[src/rtl/bp_fe_bht_driver_pkg.sv]
// Shared types and constants for the BHT driver and its in-flight queue.
// The BP_DRIVER_STATS_EN build macro adds resolve/mispredict counters to the driver.
package bp_fe_bht_driver_pkg;

    localparam int unsigned bht_idx_width_gp = 9;
    localparam int unsigned vaddr_width_gp = 39;
    localparam int unsigned inflight_els_gp = 4;

    // PC bits below this offset are instruction-alignment bits
    localparam int unsigned idx_offset_lp = 2;

    localparam int unsigned stat_width_lp = 32;

    typedef struct packed {
        logic [bht_idx_width_gp-1:0] idx;
        logic                        pred;
    } bht_entry_s;

    function automatic int unsigned entry_width(input int unsigned idx_w);
        return idx_w + 1;
    endfunction

endpackage

[src/rtl/bp_fe_bht_inflight_fifo.sv]
// In-order queue of outstanding BHT lookups.
// Pointer/count FIFO; flush clears pointers and count and overrides push/pop.
module bp_fe_bht_inflight_fifo
    import bp_fe_bht_driver_pkg::*;
#(
    parameter int unsigned width_p = entry_width(bht_idx_width_gp),
    parameter int unsigned els_p   = inflight_els_gp
) (
    input  logic               clk_i,
    input  logic               reset_n_i,
    input  logic               flush_i,
    input  logic               push_i,
    input  logic [width_p-1:0] data_i,
    input  logic               pop_i,
    output logic [width_p-1:0] data_o,
    output logic               full_o,
    output logic               empty_o
);

    localparam int unsigned ptr_w = $clog2(els_p);
    localparam int unsigned cnt_w = ptr_w + 1;

    logic [width_p-1:0] mem [els_p];
    logic [ptr_w-1:0]   head_r;
    logic [ptr_w-1:0]   tail_r;
    logic [cnt_w-1:0]   count_r;
    logic               push_v;
    logic               pop_v;

    assign full_o  = (count_r == cnt_w'(els_p));
    assign empty_o = (count_r == '0);
    assign push_v  = push_i & ~full_o & ~flush_i;
    assign pop_v   = pop_i & ~empty_o & ~flush_i;
    assign data_o  = mem[head_r];

    always_ff @(posedge clk_i) begin
        if (push_v) begin
            mem[tail_r] <= data_i;
        end
    end

    // els_p is a power of two, so pointers wrap naturally
    always_ff @(posedge clk_i or negedge reset_n_i) begin
        if (!reset_n_i) begin
            head_r  <= '0;
            tail_r  <= '0;
            count_r <= '0;
        end else if (flush_i) begin
            head_r  <= '0;
            tail_r  <= '0;
            count_r <= '0;
        end else begin
            if (push_v) begin
                tail_r <= tail_r + ptr_w'(1);
            end
            if (pop_v) begin
                head_r <= head_r + ptr_w'(1);
            end
            count_r <= count_r + cnt_w'(push_v) - cnt_w'(pop_v);
        end
    end

endmodule

[src/rtl/bp_fe_bht_driver.sv]
// Initiator side of the BHT read/update interface with an in-order in-flight queue.
// Define BP_DRIVER_STATS_EN to add saturating resolve/mispredict counters.
module bp_fe_bht_driver
    import bp_fe_bht_driver_pkg::*;
#(
    parameter int unsigned bht_idx_width_p = bht_idx_width_gp,
    parameter int unsigned vaddr_width_p   = vaddr_width_gp,
    parameter int unsigned inflight_els_p  = inflight_els_gp
) (
    input  logic                       clk_i,
    input  logic                       reset_n_i,
    input  logic                       fetch_v_i,
    input  logic [vaddr_width_p-1:0]   fetch_pc_i,
    output logic                       fetch_ready_o,
    output logic                       fetch_predict_o,
    input  logic                       resolve_v_i,
    input  logic                       resolve_taken_i,
    input  logic                       flush_i,
    output logic                       r_v_o,
    output logic [bht_idx_width_p-1:0] idx_r_o,
    input  logic                       predict_i,
    output logic                       w_v_o,
    output logic [bht_idx_width_p-1:0] idx_w_o,
    output logic                       correct_o,
`ifdef BP_DRIVER_STATS_EN
    output logic [stat_width_lp-1:0]   stat_resolves_o,
    output logic [stat_width_lp-1:0]   stat_mispredicts_o,
`endif
    output logic                       err_o
);

    localparam int unsigned idx_hi = bht_idx_width_p + idx_offset_lp - 1;
    localparam int unsigned ew     = entry_width(bht_idx_width_p);

    typedef struct packed {
        logic [bht_idx_width_p-1:0] idx;
        logic                       pred;
    } entry_s;

    entry_s push_entry;
    entry_s head_entry;
    logic   full;
    logic   empty;
    logic   push;
    logic   pop;
    logic   upd;
    logic   upd_correct;
    logic   unused_pc;

    assign fetch_ready_o   = ~full;
    assign r_v_o           = fetch_v_i & fetch_ready_o;
    assign idx_r_o         = fetch_pc_i[idx_hi:idx_offset_lp];
    assign fetch_predict_o = predict_i;

    // Only the index field of the PC is looked at
    assign unused_pc = ^{fetch_pc_i[vaddr_width_p-1:idx_hi+1],
                         fetch_pc_i[idx_offset_lp-1:0]};

    assign push       = r_v_o;
    assign pop        = resolve_v_i & ~empty;
    assign upd        = pop & ~flush_i;
    assign push_entry = '{idx: idx_r_o, pred: predict_i};

    assign upd_correct = (head_entry.pred == resolve_taken_i);

    bp_fe_bht_inflight_fifo #(
        .width_p (ew),
        .els_p   (inflight_els_p)
    ) fifo (
        .clk_i     (clk_i),
        .reset_n_i (reset_n_i),
        .flush_i   (flush_i),
        .push_i    (push),
        .data_i    (push_entry),
        .pop_i     (pop),
        .data_o    (head_entry),
        .full_o    (full),
        .empty_o   (empty)
    );

    always_ff @(posedge clk_i or negedge reset_n_i) begin
        if (!reset_n_i) begin
            w_v_o     <= 1'b0;
            idx_w_o   <= '0;
            correct_o <= 1'b0;
        end else begin
            w_v_o <= upd;
            if (upd) begin
                idx_w_o   <= head_entry.idx;
                correct_o <= upd_correct;
            end
        end
    end

    // Resolving with nothing outstanding is a protocol error; sticky until reset
    always_ff @(posedge clk_i or negedge reset_n_i) begin
        if (!reset_n_i) begin
            err_o <= 1'b0;
        end else if (resolve_v_i & empty) begin
            err_o <= 1'b1;
        end
    end

`ifdef BP_DRIVER_STATS_EN
    always_ff @(posedge clk_i or negedge reset_n_i) begin
        if (!reset_n_i) begin
            stat_resolves_o    <= '0;
            stat_mispredicts_o <= '0;
        end else if (upd) begin
            if (~&stat_resolves_o) begin
                stat_resolves_o <= stat_resolves_o + 1'b1;
            end
            if (!upd_correct && ~&stat_mispredicts_o) begin
                stat_mispredicts_o <= stat_mispredicts_o + 1'b1;
            end
        end
    end
`endif

endmodule

[config.mk]
export PLATFORM = sky130hd
export DESIGN_NAME = bp_fe_bht_driver
export DESIGN_NICKNAME = d
export VERILOG_FILES = /design/src/rtl/bp_fe_bht_driver_pkg.sv /design/src/rtl/bp_fe_bht_inflight_fifo.sv /design/src/rtl/bp_fe_bht_driver.sv
export SDC_FILE = /design/constraint.sdc
export NUM_CORES = 1
export LEC_CHECK = 0
export ABC_AREA = 1
export CAP_MARGIN = 25
export CORE_AREA = 2 2 98 62
export CTS_CLUSTER_SIZE = 10
export DETAILED_ROUTE_END_ITERATION = 10
export DIE_AREA = 0 0 100 64
export PLACE_DENSITY = 0.77
export SYNTH_ARGS = -nofsm -noshare
export SYNTH_HDL_FRONTEND = slang
export SYNTH_SLANG_ARGS = --single-unit
[constraint.sdc]
create_clock -name clk_i -period 2.3 [get_ports clk_i]
set_input_delay 0.46 -clock clk_i [delete_from_list [all_inputs] [get_ports clk_i]]
set_output_delay 0.46 -clock clk_i [all_outputs]
set_load 0.005 [all_outputs]
=== Word-level counts from Yosys, hierarchy flattened ===
Memory sizes are Yosys's and may differ from the RTL's.
Cells that the tools add are included.

* Add/sub/neg operators: 4
* Eq/ne operators: 2
* Muxes and demuxes: 7
* Bitwise operators: 11
* Reductions and logical operators: 3

{| class="wikitable"
|+ Operators by type and width
! cell !! count
|-
| AND 1 bit || 8
|-
| two-way mux 2 bit || 4
|-
| adder 2 x 1 -> 2 bit (second input constant) || 2
|-
| nonzero test 2 bit || 2
|-
| adder 3 x 1 -> 3 bit || 1
|-
| == test 3 bit (second input constant) || 1
|-
| logical NOT 3 bit || 1
|-
| two-way mux 3 bit || 1
|-
| NOT 1 bit || 3
|-
| subtractor 3 x 1 -> 3 bit || 1
|-
| two-way mux 1 bit || 2
|-
| == test 1 bit || 1
|}

* Flip-flop bits (word level): 19
* Bits in writable memories: 40
* Input port bits: 46
* Output and inout port bits: 24
* Word-level logic and storage cells: 35
* Memories kept: 1

{| class="wikitable"
|+ Memory list
! name !! depth !! width !! rd ports !! clocked after memory_dff !! write ports !! line !! source
|-
| fifo.mem || 4 || 10 || 1 || 0 || 1 || bp_fe_bht_inflight_fifo.sv:23 || <nowiki>logic [width_p-1:0] mem [els_p];</nowiki>
|}

=== Longest topological paths before layout ===
* Depth in word-level cells: 8
* Depth in mapped cells: 12
* Depth with buffers taken out: 11

=== Cells and area by module ===
Synthesis repeated with hierarchy kept, for this count alone.

* Cell total of the unflattened synthesis: 229
* Area total of the unflattened synthesis: 2586.2 µm²

{| class="wikitable"
|+ By module, submodules not included
! module !! instances !! cells each !! area each (µm²) !! seq. area each (µm²)
|-
| bp_fe_bht_inflight_fifo || 1 || 160 || 1976.9 || 1376.3
|-
| bp_fe_bht_driver || 1 || 69 || 609.3 || 300.3
|}

=== Least setup slack after synthesis ===
OpenSTA, ideal clock, no wires.

* Path type: register -> register
* Start: reg fifo.count_r[1]
* End: reg fifo.count_r[2]
* Library setup time: 118 ps
* Arrival time: 1872 ps
* Data required time: 2182 ps
* Setup slack: 310 ps
* Cell stages (with the launch flop): 13
* Path buffers: 1
* Clock period less this slack: 1990 ps
* Cells stage by stage: dfrtp_1 > inv_1 > nand3_2 > nand2_2 > nor2_4 > buf_6 > ha_1 > inv_1 > ha_1 > inv_1 > fa_1 > xor2_1 > nor2_1

* Cells in the longest elaborated chain, start to end: 8
* Elaborated cells on any way between the ends: 13
* Those cells by class: add/sub (2); eq/ne (1); mux (1); bitwise (8); reduce/logical (1)

{| class="wikitable"
|+ Ends and longest elaborated chain
! item !! line !! source
|-
| start, declared || bp_fe_bht_inflight_fifo.sv:26 || <nowiki>logic [cnt_w-1:0] count_r;</nowiki>
|-
| start signal, assigned || bp_fe_bht_inflight_fifo.sv:59 || <nowiki>count_r <= count_r + cnt_w'(push_v) - cnt_w'(pop_v);</nowiki>
|-
| == test 3 bit || bp_fe_bht_inflight_fifo.sv:30 || <nowiki>assign full_o = (count_r == cnt_w'(els_p));</nowiki>
|-
| NOT 1 bit || bp_fe_bht_inflight_fifo.sv:32, bp_fe_bht_driver.sv:50 ||
|-
| AND 1 bit || bp_fe_bht_driver.sv:51 || <nowiki>assign r_v_o = fetch_v_i & fetch_ready_o;</nowiki>
|-
| AND 1 bit (2 in a row) || bp_fe_bht_inflight_fifo.sv:32 || <nowiki>assign push_v = push_i & ~full_o & ~flush_i;</nowiki>
|-
| adder 3 x 1 -> 3 bit || bp_fe_bht_inflight_fifo.sv:59 ||
|-
| subtractor 3 x 1 -> 3 bit (*) || bp_fe_bht_inflight_fifo.sv:59 ||
|-
| two-way mux 3 bit (*) || bp_fe_bht_inflight_fifo.sv:48 || <nowiki>end else if (flush_i) begin</nowiki>
|}

Every way passes the cells marked *; elsewhere a longest branch is shown, timed or not.
A chain may end at the register's enable or synchronous reset.

=== Final worst setup path ===
* Start: reg fifo.count_r[1]
* End: out r_v_o

* Cells in the longest elaborated chain, start to end: 3

{| class="wikitable"
|+ Ends and longest elaborated chain
! item !! line !! source
|-
| == test 3 bit || bp_fe_bht_inflight_fifo.sv:30 ||
|-
| NOT 1 bit || bp_fe_bht_driver.sv:50 || <nowiki>assign fetch_ready_o = ~full;</nowiki>
|-
| AND 1 bit || bp_fe_bht_driver.sv:51 ||
|-
| end, declared || bp_fe_bht_driver.sv:19 || <nowiki>output logic r_v_o,</nowiki>
|}

No other way between the ends.

==> results.txt <==
- The flow ran to the end, and the final reports show no timing, DRC or antenna violations.
* Syn Area/Cell: 11.2 µm²
- Antenna diode count: 0
- The number of antenna violations at the first check in global routing was 0.
- Post-synthesis mux area share: 0
- Standby leakage power: 1.27 nW
* Post-synthesis instance area: 0.00251 mm²
- Yosys printed 0 warnings.
* Pwr Density: 1040 mW/mm²
* Highest cell delay on the worst timing path: 0.49 ns
* Clock sink count: 59
- Max-Slew Margin vs Limit: 0.574
- In this run the standard cell core region covers 0.00547 mm².
- Xor and xnor fraction of the mapped netlist area: 0.0105
- Worst Max-Slew Pin Slew: 0.640 ns
- Part of the Yosys area used for sequential elements: 0.669
- Setup violations remaining at the end of the flow were counted as 0.
- Routability congestion estimate: 0.672
* Post-detailed-route count of antenna-violating nets: 0
* Number of detailed-routing iterations run before antenna repair: 4
- Number of buffers inserted to repair setup after CTS: 0
* Cell count after synthesis: 223
- Buffers inserted to repair hold after CTS numbered 0.
- Number of buffers created by CTS: 9
* Required time worst endpoint: 1.84 ns
- After routing, the total negative slack on setup checks comes to 0 ns.
- Wire length of the first global-routing pass: 7.74 mm
- Along the worst path, the maximum fanout reaches 3.
* Number of placement rows: 21
* Number of buffers on the longest clock path: 2
- Count of different cell masters after synthesis: 21
- Buffer type at the clock tree root: clkbuf_8
- Dividing the detail-routed wire length by the instance count gives 13.8 µm.
* FMAX: 493 MHz
- GRT Total Usage: 0.165
* Via Count: 1592
* Final Hold Slack: 0.462 ns
- Critical path, cell by cell: inv_1, nand3_2, nand2_1, inv_1, clkdlybuf4s50_1
* Number of pins exceeding their max-slew limit in the final report: 0
* Gr ovfl total: 0
- TritonCTS clock tree: built
- Total of buffers placed on input and output ports: 39
- CTS H-tree depth: 3
- Vias in the first global route: 1549
- For this configuration, the core starts out at a cell density of 0.459.
- Count of max-cap constraint violations: 0
- After the first detailed-routing iteration, the DRC count stood at 148.
* Final min period: 2.03 ns
* Combinational family with the most area after synthesis: simple AND/OR/NAND/NOR gates
- Data arrives at the worst endpoint at 1.57 ns.
- Post-cts resize count: 0
- Worst Setup Start Kind: flip-flop
- Of the total synthesized cell area, the portion taken by full adders, half adders and majority gates is 0.0379.
- Clock latency on the worst-skew pair: 0.33 ns
* DIE HEIGHT: 64 µm
* Critical Path Sink Type: output pin
- RSZ-0062 raised after global routing: false
- Across all register-to-register paths, the minimum setup slack is 0.33 ns.
* Pin count of the biggest net entering global routing: 23
- Of the cells placed in the final design, the portion with a size suffix greater than 1 is 0.111.
- After detailed routing, the total wire length is 4.68 mm.
- Of the available clock period, the critical path in the final layout requires 0.881.
* Die W: 100 µm
- Number of nets in the final layout: 319
- The largest individual stage delay along the critical path comes from the cell clkdlybuf4s50_1.
- Share of synthesized cell area in and, or, nand and nor gates: 0.140
* Synth Net Count: 276
- Clock input transition at the sequential cells of the worst setup and hold paths: 0.06 ns
- The number of hold-slack violations in the final timing report is 0.
- Summed over all nets, the half-perimeter wirelength after detailed placement is 3.10 mm.
- Between clock sinks in the finished design, the worst skew comes to 0.00787 ns.
- DRC: 0
- Combined buffer and inverter count along the critical path: 3
- For this run, the share of the core covered by cells in the final layout is 0.570.
- On the critical path the largest part of the delay comes from buffers and inverters.
- IR analysis of the VDD net gives a maximum drop of 380 µV.
- The compound-cell area share of the yosys netlist is 0.0649.
* DIE AREA: 0.00640 mm²
* Crit path top cell by count: inv_1
- The area growth from synthesis to layout is 24.4%.
* Start-to-end type of the worst setup path: flip-flop to output pin
* Via count normalized by instance count: 4.68
- During I/O placement, the number of pins put on the boundary was 70.
* Flop and latch count out of synthesis: 59
- Type of the tightest min-delay check: input pin to async pin
-- metrics by stage --
step	std cells	setup WS, ns	power (mW)	area, µm²
floorplan	223	0.310	1.98	2510
CTS	340	0.233	3.27	3120
global route	340	0.176	3.45	3120
global placement	324	0.0136	2.34	2940
detailed placement	324	-0.0160	2.39	2940
finish	340	0.273	3.23	3120
-- cell usage after synthesis --
master / instances / area [µm²]
nor2_2: 1 / 6.26
buf_4: 11 / 82.6
nor2_4: 1 / 11.3
dfrtp_1: 19 / 475
nand3_2: 2 / 20.0
o21ai_0: 13 / 65.1
o21bai_1: 1 / 7.51
inv_1: 16 / 60.1
edfxtp_1: 40 / 1200
fa_1: 1 / 20.0
o21ai_1: 18 / 90.1
nand2_1: 40 / 150
inv_2: 4 / 15.0
xnor2_1: 1 / 8.76
buf_6: 1 / 11.3
ha_1: 6 / 75.1
buf_2: 5 / 25.0
xor2_1: 2 / 17.5
nor2_1: 34 / 128
nand2_2: 1 / 6.26
nand3_1: 6 / 30.0
-- where the power goes --
part	switching, mW	internal (mW)	total (mW)
combinational	0.500	0.441	0.941
sequential	0.132	1.30	1.43
clock	0.367	0.496	0.863
total	0.999	2.23	3.23
-- layer usage --
| metal | vias to the layer above | share of wire | global-route usage |
|---|---|---|---|
| met5 | - | 0 | 0 |
| met3 | 6 | 0.066 | 0.0569 |
| met2 | 48 | 0.41 | 0.224 |
| met1 | 727 | 0.51 | 0.238 |
| met4 | 0 | 0.011 | 0.0753 |
| li1 | 811 | - | - |
-- final cells by class --
class	count	area (µm²)
inverter	20	75.1
clock inverter	3	38.8
sequential	59	1680
multi-input combinational	127	636
clock buffer	13	139
timing repair buffer	49	465
tap	69	86.3
fill	476	2350
-- kinds of logic (layout without fill, tap and decap cells) --
logic type	count (synthesis)	in the layout
compound gates	32	32
fa+ha+maj	7	7
simple gates	85	85
xor+xnor	3	3
buf+inv	37	85
flops	59	59
-- cell usage in the layout, fill, tap and decap left out, drive strengths merged --
| cell type | n |
|---|---|
| nand2 | 41 |
| edfxtp | 40 |
| clkdlybuf4s50 | 39 |
| nor2 | 36 |
| o21ai | 31 |
| inv | 20 |
| dfrtp | 19 |
| clkbuf | 13 |
| buf | 10 |
| nand3 | 8 |
| ha | 6 |
| xor2 | 2 |
| clkinv | 2 |
| xnor2 | 1 |
| o21bai | 1 |
| fa | 1 |
| bufinv | 1 |
-- flip-flops by register name (all words and copies together), names as in the netlist --
register      flops
idx_w_o           9
fifo.count_r      3
w_v_o             1
fifo.tail_r       2
fifo.mem         40
fifo.head_r       2
correct_o         1
err_o             1
-- worst paths after layout --
| check | startpoint | endpoint | cells past startpoint |
|---|---|---|---|
| max in group asynchronous | reset_n_i | idx_w_o[2] | 2 |
| hold reg to reg | idx_w_o[0] | idx_w_o[0] | 2 |
| min in group clk_i | idx_w_o[0] | idx_w_o[0] | 2 |
| setup reg to reg | fifo.count_r[1] | fifo.count_r[2] | 11 |
| setup / recovery | fifo.count_r[1] | r_v_o | 5 |
| hold / removal | reset_n_i | fifo.count_r[1] | 2 |
No activity file was read; power rests on OpenSTA's default activity.
